<file path="config.mk">
export PLATFORM = sky130hd
export DESIGN_NAME = multicycle_control_fsm
export DESIGN_NICKNAME = d
export VERILOG_FILES = /design/src/rtl/ctrl_pkg.sv /design/src/rtl/imm_src_decoder.sv /design/src/rtl/multicycle_control_fsm.sv
export SDC_FILE = /design/constraint.sdc
export NUM_CORES = 1
export LEC_CHECK = 0
export ABC_AREA = 1
export CORE_MARGIN = 5
export CORE_UTILIZATION = 36
export DETAILED_ROUTE_END_ITERATION = 12
export MAX_ROUTING_LAYER = met4
export PLACE_DENSITY = 0.81
export SYNTH_ARGS = -nofsm -noshare
export SYNTH_HDL_FRONTEND = slang
export SYNTH_SLANG_ARGS = --single-unit
export TNS_END_PERCENT = 30
</file>
<file path="constraint.sdc">
create_clock -name clk -period 1.5 [get_ports clk]
set_clock_uncertainty 0.1 [all_clocks]
set_input_delay 0.3 -clock clk [delete_from_list [all_inputs] [get_ports clk]]
set_output_delay 0.3 -clock clk [all_outputs]
set_load 0.05 [all_outputs]
</file>
<file path="src/rtl/ctrl_pkg.sv">
// rtl/ctrl_pkg.sv - shared state, opcode and mux-select encodings for the multicycle control FSM
package ctrl_pkg;

  typedef enum logic [3:0] {
    S_FETCH    = 4'd0,
    S_DECODE   = 4'd1,
    S_MEMADR   = 4'd2,
    S_MEMREAD  = 4'd3,
    S_MEMWB    = 4'd4,
    S_MEMWRITE = 4'd5,
    S_EXECR    = 4'd6,
    S_EXECI    = 4'd7,
    S_ALUWB    = 4'd8,
    S_JAL      = 4'd9,
    S_BEQ      = 4'd10
  } state_t;

  localparam logic [6:0] OP_LW  = 7'b0000011;
  localparam logic [6:0] OP_SW  = 7'b0100011;
  localparam logic [6:0] OP_R   = 7'b0110011;
  localparam logic [6:0] OP_I   = 7'b0010011;
  localparam logic [6:0] OP_JAL = 7'b1101111;
  localparam logic [6:0] OP_BEQ = 7'b1100011;

  localparam logic [1:0] ALUOP_ADD   = 2'b00;
  localparam logic [1:0] ALUOP_SUB   = 2'b01;
  localparam logic [1:0] ALUOP_FUNCT = 2'b10;

  localparam logic [1:0] SRCA_PC    = 2'b00;
  localparam logic [1:0] SRCA_OLDPC = 2'b01;
  localparam logic [1:0] SRCA_REG   = 2'b10;

  localparam logic [1:0] SRCB_REG  = 2'b00;
  localparam logic [1:0] SRCB_IMM  = 2'b01;
  localparam logic [1:0] SRCB_FOUR = 2'b10;

  localparam logic [1:0] RES_ALUOUT    = 2'b00;
  localparam logic [1:0] RES_DATA      = 2'b01;
  localparam logic [1:0] RES_ALURESULT = 2'b10;

  localparam logic ADR_PC     = 1'b0;
  localparam logic ADR_RESULT = 1'b1;

  localparam logic [1:0] IMM_I = 2'b00;
  localparam logic [1:0] IMM_S = 2'b01;
  localparam logic [1:0] IMM_B = 2'b10;
  localparam logic [1:0] IMM_J = 2'b11;

endpackage

</file>
<file path="src/rtl/imm_src_decoder.sv">
// rtl/imm_src_decoder.sv - immediate format select, purely a function of the opcode
module imm_src_decoder
  import ctrl_pkg::*;
(
  input  logic [6:0] i_op,
  output logic [1:0] o_imm_src
);

  always_comb begin
    o_imm_src = IMM_I;
    case (i_op)
      OP_I, OP_LW: o_imm_src = IMM_I;
      OP_SW:       o_imm_src = IMM_S;
      OP_BEQ:      o_imm_src = IMM_B;
      OP_JAL:      o_imm_src = IMM_J;
      default:     o_imm_src = IMM_I;
    endcase
  end

endmodule

</file>
<file path="src/rtl/multicycle_control_fsm.sv">
// rtl/multicycle_control_fsm.sv - Moore control FSM for a multicycle RV32 subset datapath
module multicycle_control_fsm
  import ctrl_pkg::*;
#(
  parameter bit STALL_EN = 1'b1
) (
  input  logic       clk,
  input  logic       rst,
  input  logic [6:0] op,
  input  logic       zero,
  input  logic       mem_ready,
  output logic       PCWrite,
  output logic       AdrSrc,
  output logic       MemWrite,
  output logic       IRWrite,
  output logic       RegWrite,
  output logic [1:0] ResultSrc,
  output logic [1:0] ALUSrcA,
  output logic [1:0] ALUSrcB,
  output logic [1:0] ALUOp,
  output logic [1:0] ImmSrc,
  output logic       illegal_op
);

  state_t     r_state;
  state_t     w_next_state;
  logic       w_ready;
  logic       w_pc_update;
  logic       w_branch;
  logic       w_mem_write;
  logic       w_ir_write;
  logic       w_reg_write;
  logic       w_illegal;
  logic       w_adr_src;
  logic [1:0] w_result_src;
  logic [1:0] w_alu_src_a;
  logic [1:0] w_alu_src_b;
  logic [1:0] w_alu_op;

  assign w_ready = STALL_EN ? mem_ready : 1'b1;

  always_ff @(posedge clk or posedge rst) begin
    if (rst) r_state <= S_FETCH;
    else     r_state <= w_next_state;
  end

  always_comb begin
    w_next_state = r_state;
    w_pc_update  = 1'b0;
    w_branch     = 1'b0;
    w_mem_write  = 1'b0;
    w_ir_write   = 1'b0;
    w_reg_write  = 1'b0;
    w_illegal    = 1'b0;
    w_adr_src    = ADR_PC;
    w_result_src = RES_ALUOUT;
    w_alu_src_a  = SRCA_PC;
    w_alu_src_b  = SRCB_REG;
    w_alu_op     = ALUOP_ADD;
    case (r_state)
      S_FETCH: begin
        w_alu_src_b  = SRCB_FOUR;
        w_result_src = RES_ALURESULT;
        w_ir_write   = w_ready;
        w_pc_update  = w_ready;
        if (w_ready) w_next_state = S_DECODE;
      end
      S_DECODE: begin
        w_alu_src_a = SRCA_OLDPC;
        w_alu_src_b = SRCB_IMM;
        case (op)
          OP_LW, OP_SW: w_next_state = S_MEMADR;
          OP_R:         w_next_state = S_EXECR;
          OP_I:         w_next_state = S_EXECI;
          OP_JAL:       w_next_state = S_JAL;
          OP_BEQ:       w_next_state = S_BEQ;
          default: begin
            w_next_state = S_FETCH;
            w_illegal    = 1'b1;
          end
        endcase
      end
      S_MEMADR: begin
        w_alu_src_a  = SRCA_REG;
        w_alu_src_b  = SRCB_IMM;
        w_next_state = (op == OP_LW) ? S_MEMREAD : S_MEMWRITE;
      end
      S_MEMREAD: begin
        w_adr_src = ADR_RESULT;
        if (w_ready) w_next_state = S_MEMWB;
      end
      S_MEMWB: begin
        w_result_src = RES_DATA;
        w_reg_write  = 1'b1;
        w_next_state = S_FETCH;
      end
      // The write strobe stays up for the whole access, not just the completing cycle.
      S_MEMWRITE: begin
        w_adr_src   = ADR_RESULT;
        w_mem_write = 1'b1;
        if (w_ready) w_next_state = S_FETCH;
      end
      S_EXECR: begin
        w_alu_src_a  = SRCA_REG;
        w_alu_op     = ALUOP_FUNCT;
        w_next_state = S_ALUWB;
      end
      S_EXECI: begin
        w_alu_src_a  = SRCA_REG;
        w_alu_src_b  = SRCB_IMM;
        w_alu_op     = ALUOP_FUNCT;
        w_next_state = S_ALUWB;
      end
      S_ALUWB: begin
        w_reg_write  = 1'b1;
        w_next_state = S_FETCH;
      end
      S_JAL: begin
        w_alu_src_a  = SRCA_OLDPC;
        w_alu_src_b  = SRCB_FOUR;
        w_pc_update  = 1'b1;
        w_next_state = S_ALUWB;
      end
      S_BEQ: begin
        w_alu_src_a  = SRCA_REG;
        w_alu_op     = ALUOP_SUB;
        w_branch     = 1'b1;
        w_next_state = S_FETCH;
      end
      default: w_next_state = S_FETCH;
    endcase
  end

  // Enables are gated by rst so nothing fires while the asynchronous reset is held.
  assign PCWrite    = ~rst & (w_pc_update | (w_branch & zero));
  assign MemWrite   = ~rst & w_mem_write;
  assign IRWrite    = ~rst & w_ir_write;
  assign RegWrite   = ~rst & w_reg_write;
  assign illegal_op = ~rst & w_illegal;
  assign AdrSrc     = w_adr_src;
  assign ResultSrc  = w_result_src;
  assign ALUSrcA    = w_alu_src_a;
  assign ALUSrcB    = w_alu_src_b;
  assign ALUOp      = w_alu_op;

  imm_src_decoder u_imm_src_decoder (
    .i_op      (op),
    .o_imm_src (ImmSrc)
  );

endmodule
</file>
==> results of run 1 <==
[logic make-up after synthesis]
group	Yosys count	share of synthesized area [%]
buf+inv	17	13.4
flops	4	21.1
simple gates	60	55.3
compound gates	7	10.3
[per-stage QoR]
| step | TNS, ps | cells | instance area (um^2) | setup slack [ps] |
|---|---|---|---|---|
| after floorplan | -1800 | 88 | 598 | -337 |
| after global placement | -2290 | 158 | 1250 | -391 |
==> results_dict.tcl, run 1 <==
set metrics [dict create \
    status "stopped before the end" \
    error "[ERROR DPL-0033] detailed placement checks failed during check placement." \
    dp_hpwl_mm 2.37 \
    rows 13 \
    port_buffers 26 \
    synth_cell_types 18 \
    synth-main-ff-cell "dfrtp_1" \
    yosys_warnings 0 \
    synth.area.top_cells "nand2_1 24%, dfrtp_1 21%, inv_1 13%" \
    initial_core_util_pct 37.5 \
    yosys.area.top_type_share_pct 23.7 \
    die_height_um 46.3 \
    die_w_um 46.3 \
    syn_area_um2 475 \
    postSynthAreaPerCell_um2 5.40 \
    ys_async_sr_fraction_pct 100 \
    yosys.area.top_type "nand2_1" \
    synth-seq-area-share_pct 21.1 \
    synth-edff-count 0 \
    netlist_instances 88 \
    gp_congestion 0.904 \
    io_pins 27 \
    ys_top_cells_by_count "30 x nand2_1, 16 x inv_1, 15 x nor2_1" \
    yosysMostFrequentCell "nand2_1" \
    synth-seq-cells 4 \
    lastStage "detailed placement" \
    syn_nets 99 \
]
==> inputs of run 2 (changes only) <==
--- a/config.mk
+++ b/config.mk
@@ -6,11 +6,10 @@
 export NUM_CORES = 1
 export LEC_CHECK = 0
 export ABC_AREA = 1
-export CORE_MARGIN = 5
-export CORE_UTILIZATION = 36
+export CORE_AREA = 5 5 66 68
 export DETAILED_ROUTE_END_ITERATION = 12
-export MAX_ROUTING_LAYER = met4
-export PLACE_DENSITY = 0.81
+export DIE_AREA = 0 0 71 73
+export PLACE_DENSITY_LB_ADDON = 0.15
 export SYNTH_ARGS = -nofsm -noshare
 export SYNTH_HDL_FRONTEND = slang
 export SYNTH_SLANG_ARGS = --single-unit
==> run 2 against run 1 <==
The flow now finishes, with violations (setup timing). Synthesized cell count unchanged. Synthesized area unchanged.
==> results_dict.tcl, run 2 <==
set metrics [dict create \
    min_path_type "input port to flip-flop" \
    fin_crit_ps 1800 \
    ant_nets 0 \
    worstSetupPathType "flip-flop to primary output" \
    core_area_mm2 0.00380 \
    die_w_um 71 \
    wl_mm 2.08 \
    setup_viol 14 \
    synth_top_family_by_area "simple AND/OR/NAND/NOR gates" \
    cp_cell_sequence "nor2_4 > nand3_2 > clkinvlp_4 > nand2_4 > a31oi_4 > buf_12" \
    comb_power_share_pct 78.0 \
    final_cell_mix "35 x buf_4, 21 x nand2_1, 16 x buf_12" \
    slew_violations 0 \
    synth-edff-count 0 \
    r2r-start "r_state[2]$_DFFE_PP0P_" \
    yosys.area_share.simple_pct 55.3 \
    cts-root-buf "clkbuf_8" \
    netlist_instances 88 \
    critPathMaxFanout 4 \
    p_per_area_mw_per_mm2 1250 \
    r2r_cells 8 \
    synth.area.top_cells "nand2_1 24%, dfrtp_1 21%, inv_1 13%" \
    drtIter0Drc 21 \
    vias 777 \
    grt_pass1_vias 822 \
    cap_viol_max_count 0 \
    start_kind "flip-flop" \
    hold_ws_ps 460 \
    path_clk_slew_ps 30 \
    post-route-cell-area_mm2 0.00148 \
    pwr-share-clk_pct 12.7 \
    yosys.area.top_type_share_pct 23.7 \
    cts_hold_buf 0 \
    tightestPinTransition_ps 242 \
    synthMuxAreaShare_pct 0 \
    r2r_slack_ps 70 \
    grt-ovfl-total 0 \
    cp.required_ps 1100 \
    ctsHtreeMaxLevel 1 \
    yosysMostFrequentCell "nand2_1" \
    die_area_mm2 0.00518 \
    synth-main-ff-cell "dfrtp_1" \
    synth-seq-area-share_pct 21.1 \
    switchingPower_uw 859 \
    rsz0062_at_grt "yes" \
    synth_cell_types 18 \
    syn_nets 99 \
    crit_cells 6 \
    fin_crit_sh_pct 120 \
    cpLargestDelayFamily "flip-flops" \
    ys_async_sr_fraction_pct 100 \
    ys_top_cells_by_count "30 x nand2_1, 16 x inv_1, 15 x nor2_1" \
    placed_area_mm2 0.00132 \
    die_height_um 73 \
    peakVddDrop_uv 374 \
    cp_data_arrival_time_ps 1400 \
    gp_congestion 0.797 \
    synthXorXnorAreaFrac_pct 0 \
    top_regs "r_state x4" \
    largest_reg_flops 4 \
    worst-path-buf-inv 2 \
    cts_buffer_depth 2 \
    layout_commonest_cell "buf_4" \
    p_leak_uw 0.000700 \
    grt_max_degree 6 \
    hold_viol 0 \
    drc_errors 0 \
    cp-startpoint "r_state[2]$_DFFE_PP0P_" \
    syn_to_final_growth_pct 211 \
    slew_headroom_pct 83.9 \
    p_seq_share_pct 9.3 \
    r2r-end "r_state[2]$_DFFE_PP0P_" \
    status "complete, but fails checks" \
    vias_per_cell 3.81 \
    crit_slowest_cell "dfrtp_2" \
    clk-insertion-delay-late_ps 210 \
    nets 166 \
    dp_hpwl_mm 1.73 \
    layout-drive-gt1-share_pct 72.1 \
    setup.worst_path.end "PCWrite" \
    yosys_warnings 0 \
    clkSinkCount 4 \
    critical-path-max-stage-delay_ps 420 \
    wl_per_cell_um 10.2 \
    grt_pass1_wl_mm 3.66 \
    antenna_found_initial 0 \
    initial_core_util_pct 12.5 \
    port_buffers 26 \
    largest_register "r_state" \
    io_pins 27 \
    rows 23 \
    fin_ws_ps -296 \
    diodes 0 \
    yosys.area.top_type "nand2_1" \
    violations "setup timing" \
    dr.pass1.iters 2 \
    internal-power_uw 988 \
    endpoint_kind "primary output" \
    switching_share_pct 46.5 \
    synth_compound_area_share_pct 10.3 \
    synth_fa_ha_area_share_pct 0 \
    syn_area_um2 475 \
    cts_tree "built" \
    fmax_mhz 557 \
    cts_made_buffers 3 \
    grt_usage_pct 8.74 \
    synth-seq-cells 4 \
    postSynthAreaPerCell_um2 5.40 \
]
==> run 2: cell counts after synthesis <==
Identical to the previous run, type by type.
==> run 2: repair_timing <==
item | 4_1_cts | 5_1_grt
pin swaps | 10 | 1
gates resized for setup | 56 | 3
setup endpoints to repair | 18 | 18
endpoints found under the hold margin | 0 | 0
buffers inserted | 3 | 1
==> run 2: layer usage <==
| layer | GRT usage [%] | vias to the layer above | share of wire, % |
|---|---|---|---|
| met5 | 0 | - | 0 |
| met4 | 2.51 | 0 | 0 |
| met3 | 1.93 | 0 | 6.5 |
| met2 | 17.0 | 24 | 55 |
| met1 | 9.38 | 347 | 38 |
| li1 | - | 406 | - |
==> run 2: cell families after synthesis <==
kind of cell	Yosys count
AOI/OAI and AO/OA	7
buffers and inverters	17
DFF	4
and+or+nand+nor	60
==> run 2: per-stage QoR <==
step	worst slack, ps	utilization, %	setup TNS [ps]	cells	power (uW)
finish	-296	38.9	-2770	204	1850
global route	-376	38.9	-3750	204	1950
CTS	-316	38.6	-2960	203	1860
detailed placement	-426	34.8	-2720	196	1570
global placement	-386	34.8	-2670	196	1560
floorplan	-337	-	-1800	88	867
==> run 2: tightest hold or removal path: stages <==
cell and delay, ps:
buf_2 90, buf_4 100, nor3_1 40, nand2_1 70, o221ai_1 100
==> run 2: how the worst min path moves through the flow <==
stage	cells past startpoint	startpoint	slack, ps	to
after CTS	5	op[4]	470	r_state[1]$_DFFE_PP0P_
after global routing	5	op[4]	520	r_state[1]$_DFFE_PP0P_
after detailed placement	3	rst	690	r_state[1]$_DFFE_PP0P_
after global placement	6	r_state[2]$_DFFE_PP0P_	690	r_state[0]$_DFFE_PP0P_
after floorplan	1	rst	-30	r_state[0]$_DFFE_PP0P_
final	5	op[4]	460	r_state[1]$_DFFE_PP0P_
==> run 2: final cells by class <==
cell class	count	area, um^2
well taps	50	62.6
fillers	412	2320
multi-input cells	67	534
repair buffers	62	659
flip-flops and latches	4	104
clock buffers	4	45.0
inverters	17	72.6
==> run 2: power groups by stage <==
stage               combinational (uW)  clock [uW]  sequential (uW)
floorplan                          706           0              161
global placement                  1400           0              161
detailed placement                1410           0              162
CTS                               1450         239              164
global route                      1520         250              174
finish                            1440         234              172
No activity file was read; power rests on OpenSTA's default activity.
